===== src/rtl/floatb_pkg.sv =====
// Shared widths, helpers and float layout for the FLOATB pipeline.
// G.726 defaults plus width derivations used by the top and the detector.
package floatb_pkg;

   localparam int G726_DW = 16;
   localparam int G726_MW = 6;

   function automatic int clog2(input int n);
      int r;
      r = 0;
      for (int i = 0; i < 31; i++)
         if ((1 << i) < n) r = i + 1;
      return r;
   endfunction

   function automatic int exp_w(input int dw);
      return clog2(dw);
   endfunction

   function automatic int fl_w(input int dw, input int mw);
      return 1 + clog2(dw) + mw;
   endfunction

   function automatic int ch_w(input int ch);
      return (ch > 1) ? clog2(ch) : 1;
   endfunction

   localparam int G726_EW = exp_w(G726_DW);
   localparam int G726_OW = fl_w(G726_DW, G726_MW);

   typedef struct packed {
      logic                sign;
      logic [G726_EW-1:0]  exp;
      logic [G726_MW-1:0]  mant;
   } g726_fl_t;

endpackage


===== src/rtl/floatb_lzd.sv =====
// Leading-one detector: exponent is the leading-one index plus one.
// A zero input gives exponent 0 and raises the zero flag.
module floatb_lzd
   import floatb_pkg::*;
#(
   parameter int N  = 15,
   parameter int EW = clog2(N + 1)
) (
   input  logic [N-1:0]  mag,
   output logic [EW-1:0] exp,
   output logic          zero
);

   always_comb begin
      exp = '0;
      for (int i = 0; i < N; i++)
         if (mag[i]) exp = EW'(i + 1);
   end

   assign zero = (mag == '0);

endmodule


===== src/rtl/floatb_pipe.sv =====
// Two-stage elastic two's-complement to sign/exp/mant converter.
// S1 registers sign and magnitude; S2 normalises into the output float.
module floatb_pipe
   import floatb_pkg::*;
#(
   parameter int DW        = G726_DW,
   parameter int MW        = G726_MW,
   parameter int CH        = 4,
   parameter bit ZERO_HALF = 1'b1
) (
   input  logic                   clk,
   input  logic                   rst_n,
   input  logic                   in_valid,
   output logic                   in_ready,
   input  logic [DW-1:0]          in_sr,
   input  logic [ch_w(CH)-1:0]    in_ch,
   output logic                   out_valid,
   input  logic                   out_ready,
   output logic [fl_w(DW,MW)-1:0] out_fl,
   output logic [ch_w(CH)-1:0]    out_ch,
   output logic                   out_zero
);

   localparam int EW = exp_w(DW);
   localparam int CW = ch_w(CH);
   localparam int WW = DW + MW;

   logic          s1_valid;
   logic          s1_sign;
   logic [DW-2:0] s1_mag;
   logic [CW-1:0] s1_ch;
   logic          s1_adv;
   logic          s2_adv;
   logic          in_acc;
   logic [DW-1:0] neg_sr;
   logic [EW-1:0] lz_exp;
   logic          lz_zero;
   logic [WW-1:0] shifted;
   logic [MW-1:0] mant;

   assign s2_adv   = !out_valid || out_ready;
   assign s1_adv   = s1_valid && s2_adv;
   assign in_ready = !s1_valid || s1_adv;
   assign in_acc   = in_valid && in_ready;
   // Most-negative input wraps to magnitude 0, matching G.726
   assign neg_sr   = -in_sr;

   always_ff @(posedge clk) begin
      if (!rst_n) begin
         s1_valid <= 1'b0;
         s1_sign  <= 1'b0;
         s1_mag   <= '0;
         s1_ch    <= '0;
      end else if (in_acc) begin
         s1_valid <= 1'b1;
         s1_sign  <= in_sr[DW-1];
         s1_mag   <= in_sr[DW-1] ? neg_sr[DW-2:0] : in_sr[DW-2:0];
         s1_ch    <= in_ch;
      end else if (s1_adv) begin
         s1_valid <= 1'b0;
      end
   end

   floatb_lzd #(
      .N  (DW - 1),
      .EW (EW)
   ) u_lzd (
      .mag  (s1_mag),
      .exp  (lz_exp),
      .zero (lz_zero)
   );

   always_comb begin
      shifted = ({{(MW + 1){1'b0}}, s1_mag} << MW) >> lz_exp;
      mant    = shifted[MW-1:0];
      if (lz_zero)
         mant = ZERO_HALF ? (MW'(1) << (MW - 1)) : '0;
   end

   always_ff @(posedge clk) begin
      if (!rst_n) begin
         out_valid <= 1'b0;
         out_fl    <= '0;
         out_ch    <= '0;
         out_zero  <= 1'b0;
      end else if (s2_adv) begin
         out_valid <= s1_valid;
         if (s1_valid) begin
            out_fl   <= {s1_sign, lz_exp, mant};
            out_ch   <= s1_ch;
            out_zero <= lz_zero;
         end
      end
   end

endmodule


===== config.mk =====
export PLATFORM = sky130hd
export DESIGN_NAME = floatb_pipe
export DESIGN_NICKNAME = d
export VERILOG_FILES = /design/src/rtl/floatb_pkg.sv /design/src/rtl/floatb_lzd.sv /design/src/rtl/floatb_pipe.sv
export SDC_FILE = /design/constraint.sdc
export NUM_CORES = 1
export LEC_CHECK = 0
export ABC_AREA = 0
export CAP_MARGIN = 10
export CORE_AREA = 4 4 49 95
export DETAILED_ROUTE_END_ITERATION = 10
export DIE_AREA = 0 0 53 99
export PLACE_DENSITY_LB_ADDON = 0.25
export SLEW_MARGIN = 10
export SYNTH_ARGS = -nofsm -noshare
export SYNTH_HDL_FRONTEND = slang
export SYNTH_HIERARCHICAL = 1
export SYNTH_SLANG_ARGS = --single-unit

===== constraint.sdc =====
create_clock -name clk -period 3.6 [get_ports clk]
set_input_delay 0.54 -clock clk [delete_from_list [all_inputs] [get_ports clk]]
set_output_delay 0.54 -clock clk [all_outputs]
set_load 0.02 [all_outputs]

==> flow_metrics.env <==
export IMPL_status="complete, no violations"
export IMPL_cts_hold_buffers=0
export IMPL_min_path_cells=2
export IMPL_clk_latency_ns=0.29
export IMPL_clkSlewWorstSetupHoldPaths_ns=0.07
export IMPL_multi_input_area_sq_mm=0.00133
export IMPL_clockBufferDepth=2
export IMPL_drtIter0Drc=62
export IMPL_netSwitchingPower_mw=0.371
export IMPL_syn_area_sq_mm=0.00210
export IMPL_grt_max_degree=33
export IMPL_syn_to_final_growth_pct=23.6
export IMPL_die_x_um=53
export IMPL_worstPathArrival_ns=2.98
export IMPL_clock_sinks=34
export IMPL_viasPerCell=6.06
export IMPL_cp_max_fo=13
export IMPL_yosysTopAreaCellShare_pct=32.4
export IMPL_vias=2134
export IMPL_rows=32
export IMPL_crit_type="flip-flop to flip-flop"
export IMPL_wl_per_cell_um=16.1
export IMPL_ys_types=51
export IMPL_place_hpwl_um=4220
export IMPL_cts_tree="done"
export IMPL_synth_avg_cell_area_sq_um=7.78
export IMPL_first_global_vias=2054
export IMPL_synth_cells=270
export IMPL_cts_setup_buffers=0
export IMPL_ioPinCount=38
export IMPL_fill_cells=361
export IMPL_fin_ws_ns=0.798
export IMPL_ys_top_cells_by_area="dfxtp_1 (32%), mux2i_1 (7.2%), nand2_1 (7.0%)"
export IMPL_synth_ff_latch_count=34
export IMPL_final_cells=352
export IMPL_sequentialPowerShare_pct=40.2
export IMPL_overflow=0
export IMPL_finalHoldViolations=0
export IMPL_cts_root_buf="clkbuf_8"
export IMPL_synthFlopType="dfxtp_1"
export IMPL_preCtsSetupSlack_ns=0.859
export IMPL_maxCapViolations=0
export IMPL_min_delay_start="out_fl[9]$_SDFFE_PN0P_"
export IMPL_start_kind="flip-flop"
export IMPL_p_int_mw=0.710
export IMPL_clkPwrFrac_pct=27.7
export IMPL_fp_dieH_um=99
export IMPL_antenna_found_initial=0
export IMPL_tightest_slew_ns=0.953
export IMPL_synthArstFlopShare_pct=0
export IMPL_layout_common_cells="nand2_1 (39), clkdlybuf4s50_1 (37), dfxtp_1 (34), nor2_1 (31), a21oi_1 (27)"
export IMPL_dp_cells=344
export IMPL_hold_end="out_fl[9]$_SDFFE_PN0P_"
export IMPL_fin_skew_ns=0.00332
export IMPL_drc=0
export IMPL_core_area_sq_mm=0.00388
export IMPL_syn_num_nets=293
export IMPL_ys_seq_area_share_pct=32.4
export IMPL_hold_path_class="flip-flop to flip-flop"
export IMPL_power_density_mw_per_mm2=417
export IMPL_cp_end_kind="flip-flop"
export IMPL_finalSetupTns_ns=0
export IMPL_final_common_cell="nand2_1"
export IMPL_final_area_sq_mm=0.00259
export IMPL_antenna_left=0
export IMPL_gp_congestion=0.964
export IMPL_die_area_sq_mm=0.00525
export IMPL_antenna_cells=0
export IMPL_ff2ff_path_depth=8
export IMPL_final_net_count=323
export IMPL_finalWirelength_um=5680
export IMPL_grtUsageTotal_pct=23.8
export IMPL_slew_headroom_pct=36.5
export IMPL_register_area_sq_um=681
export IMPL_slew_viol_final=0
export IMPL_required_ns=3.77
export IMPL_grt_pass1_wl_um=9370
export IMPL_yosysWarnings=6
export IMPL_hold_worst_slack_ns=0.454
export IMPL_power_leakage_nw=0.977
export IMPL_fin_crit_sh_pct=77.8
export IMPL_synth_top_area_cell="dfxtp_1"
export IMPL_cts_buffers=5
export IMPL_r2r_end="out_fl[3]$_SDFFE_PN0P_"
export IMPL_io_buffer_count=37
export IMPL_initial_core_util_pct=54.1
export IMPL_power_frac_comb_pct=32.2
export IMPL_post_cts_resized=0
export IMPL_h_tree_depth=2
export IMPL_r2r_start="s1_mag[4]$_SDFFE_PN0P_"
export IMPL_irDropWorstVdd_mv=0.326
export IMPL_drive_above_1_share_pct=8.97
export IMPL_post_route_min_period_ns=2.80
export IMPL_synth_edff_count=0
export IMPL_drt_pass1_iterations=4
export IMPL_rrSetupSlack_ns=0.80
export IMPL_swShare_pct=34.3
export IMPL_place_area_sq_mm=0.00250
export IMPL_setup_viol_count_final=0
export IMPL_rsz0062_at_grt="false"
export IMPL_max_freq_mhz=357
## cells by family (layout without fill, tap and decap cells)
| family | count (synthesis) | after routing | synth area share, % |
|---|---|---|---|
| buffers and inverters | 25 | 56 | 4.59 |
| adders and majority gates | 1 | 1 | 0.596 |
| muxes | 20 | 20 | 10.4 |
| xor gates and xnor gates | 12 | 12 | 5.01 |
| AOI/OAI and AO/OA | 76 | 76 | 24.6 |
| DFF | 34 | 34 | 32.4 |
| and+or+nand+nor | 102 | 102 | 22.5 |
## how the worst max path moves through the flow
stage | slack (ns) | cells after the start | to | start
finish | 0.80 | 8 | out_fl[3]$_SDFFE_PN0P_ | s1_mag[4]$_SDFFE_PN0P_
global route | 0.56 | 8 | out_fl[3]$_SDFFE_PN0P_ | s1_mag[4]$_SDFFE_PN0P_
CTS | 0.82 | 8 | out_fl[3]$_SDFFE_PN0P_ | s1_mag[4]$_SDFFE_PN0P_
detailed placement | 0.86 | 8 | out_fl[3]$_SDFFE_PN0P_ | s1_mag[4]$_SDFFE_PN0P_
global placement | 0.98 | 8 | out_fl[3]$_SDFFE_PN0P_ | s1_mag[4]$_SDFFE_PN0P_
floorplan | 1.46 | 10 | out_fl[5]$_SDFFE_PN0P_ | s1_mag[4]$_SDFFE_PN0P_
## worst max-delay path, stage by stage, from the launching register on
cell and delay (ns):
dfxtp_1 0.45, nor2_1 0.09, a221o_1 0.34, a31oi_2 0.68
buf_4 0.29, mux2i_1 0.25, a21oi_1 0.10, a211oi_1 0.37
o41ai_1 0.11
## sequential cells by signal (all words and copies together) (netlist names)
name and flops:
out_fl 11, out_valid 1, out_zero 1, s1_valid 1, s1_mag 15, s1_ch 2, out_ch 2, s1_sign 1
## synthesized netlist by cell type (2+ instances only)
cell type	instances
nand3_1	7
nor2_1	31
nand2b_1	2
nor2b_1	4
a31oi_1	2
inv_1	6
mux2i_1	15
xnor2_1	2
clkbuf_1	15
nor3_1	3
o22ai_1	2
buf_2	2
a211oi_1	9
o21ai_0	12
nand2_1	39
a311oi_1	3
a21oi_1	27
nor4_1	4
dfxtp_1	34
o41ai_1	3
xor2_1	10
nor3b_1	2
o31ai_1	5
mux2_2	4
## metal layers
| metal | vias to the layer above | global-route usage (%) | wire length, um |
|---|---|---|---|
| met5 | - | 0 | 0 |
| met4 | 0 | 18.3 | 402 |
| met3 | 35 | 3.93 | 285 |
| met2 | 88 | 44.1 | 3120 |
| met1 | 977 | 20.8 | 1870 |
| li1 | 1034 | - | - |
## power groups by stage
| stage | Sequential (mW) | Combinational [mW] | Clock, mW |
|---|---|---|---|
| 2_1_floorplan | 0.448 | 0.223 | 0 |
| 3_3_place_gp | 0.440 | 0.336 | 0 |
| 3_5_place_dp | 0.442 | 0.341 | 0 |
| 4_1_cts | 0.434 | 0.344 | 0.300 |
| 5_1_grt | 0.438 | 0.379 | 0.319 |
| 6_report | 0.434 | 0.348 | 0.299 |
## cell type report
class / count / share of cell area, %
clock inverters: 2 / 0.482
well taps: 51 / 2.46
flip-flops and latches: 34 / 26.2
inverters: 7 / 1.01
repair buffers: 41 / 15.4
multi-input cells: 211 / 51.2
clock buffers: 6 / 3.18
## metrics by stage
stage / power, mW / util [%]
after floorplan: 0.671 / -
after global placement: 0.776 / 64.4
after detailed placement: 0.783 / 64.4
after CTS: 1.08 / 66.8
after global routing: 1.14 / 66.8
final: 1.08 / 66.8
No activity file was read; power rests on OpenSTA's default activity.
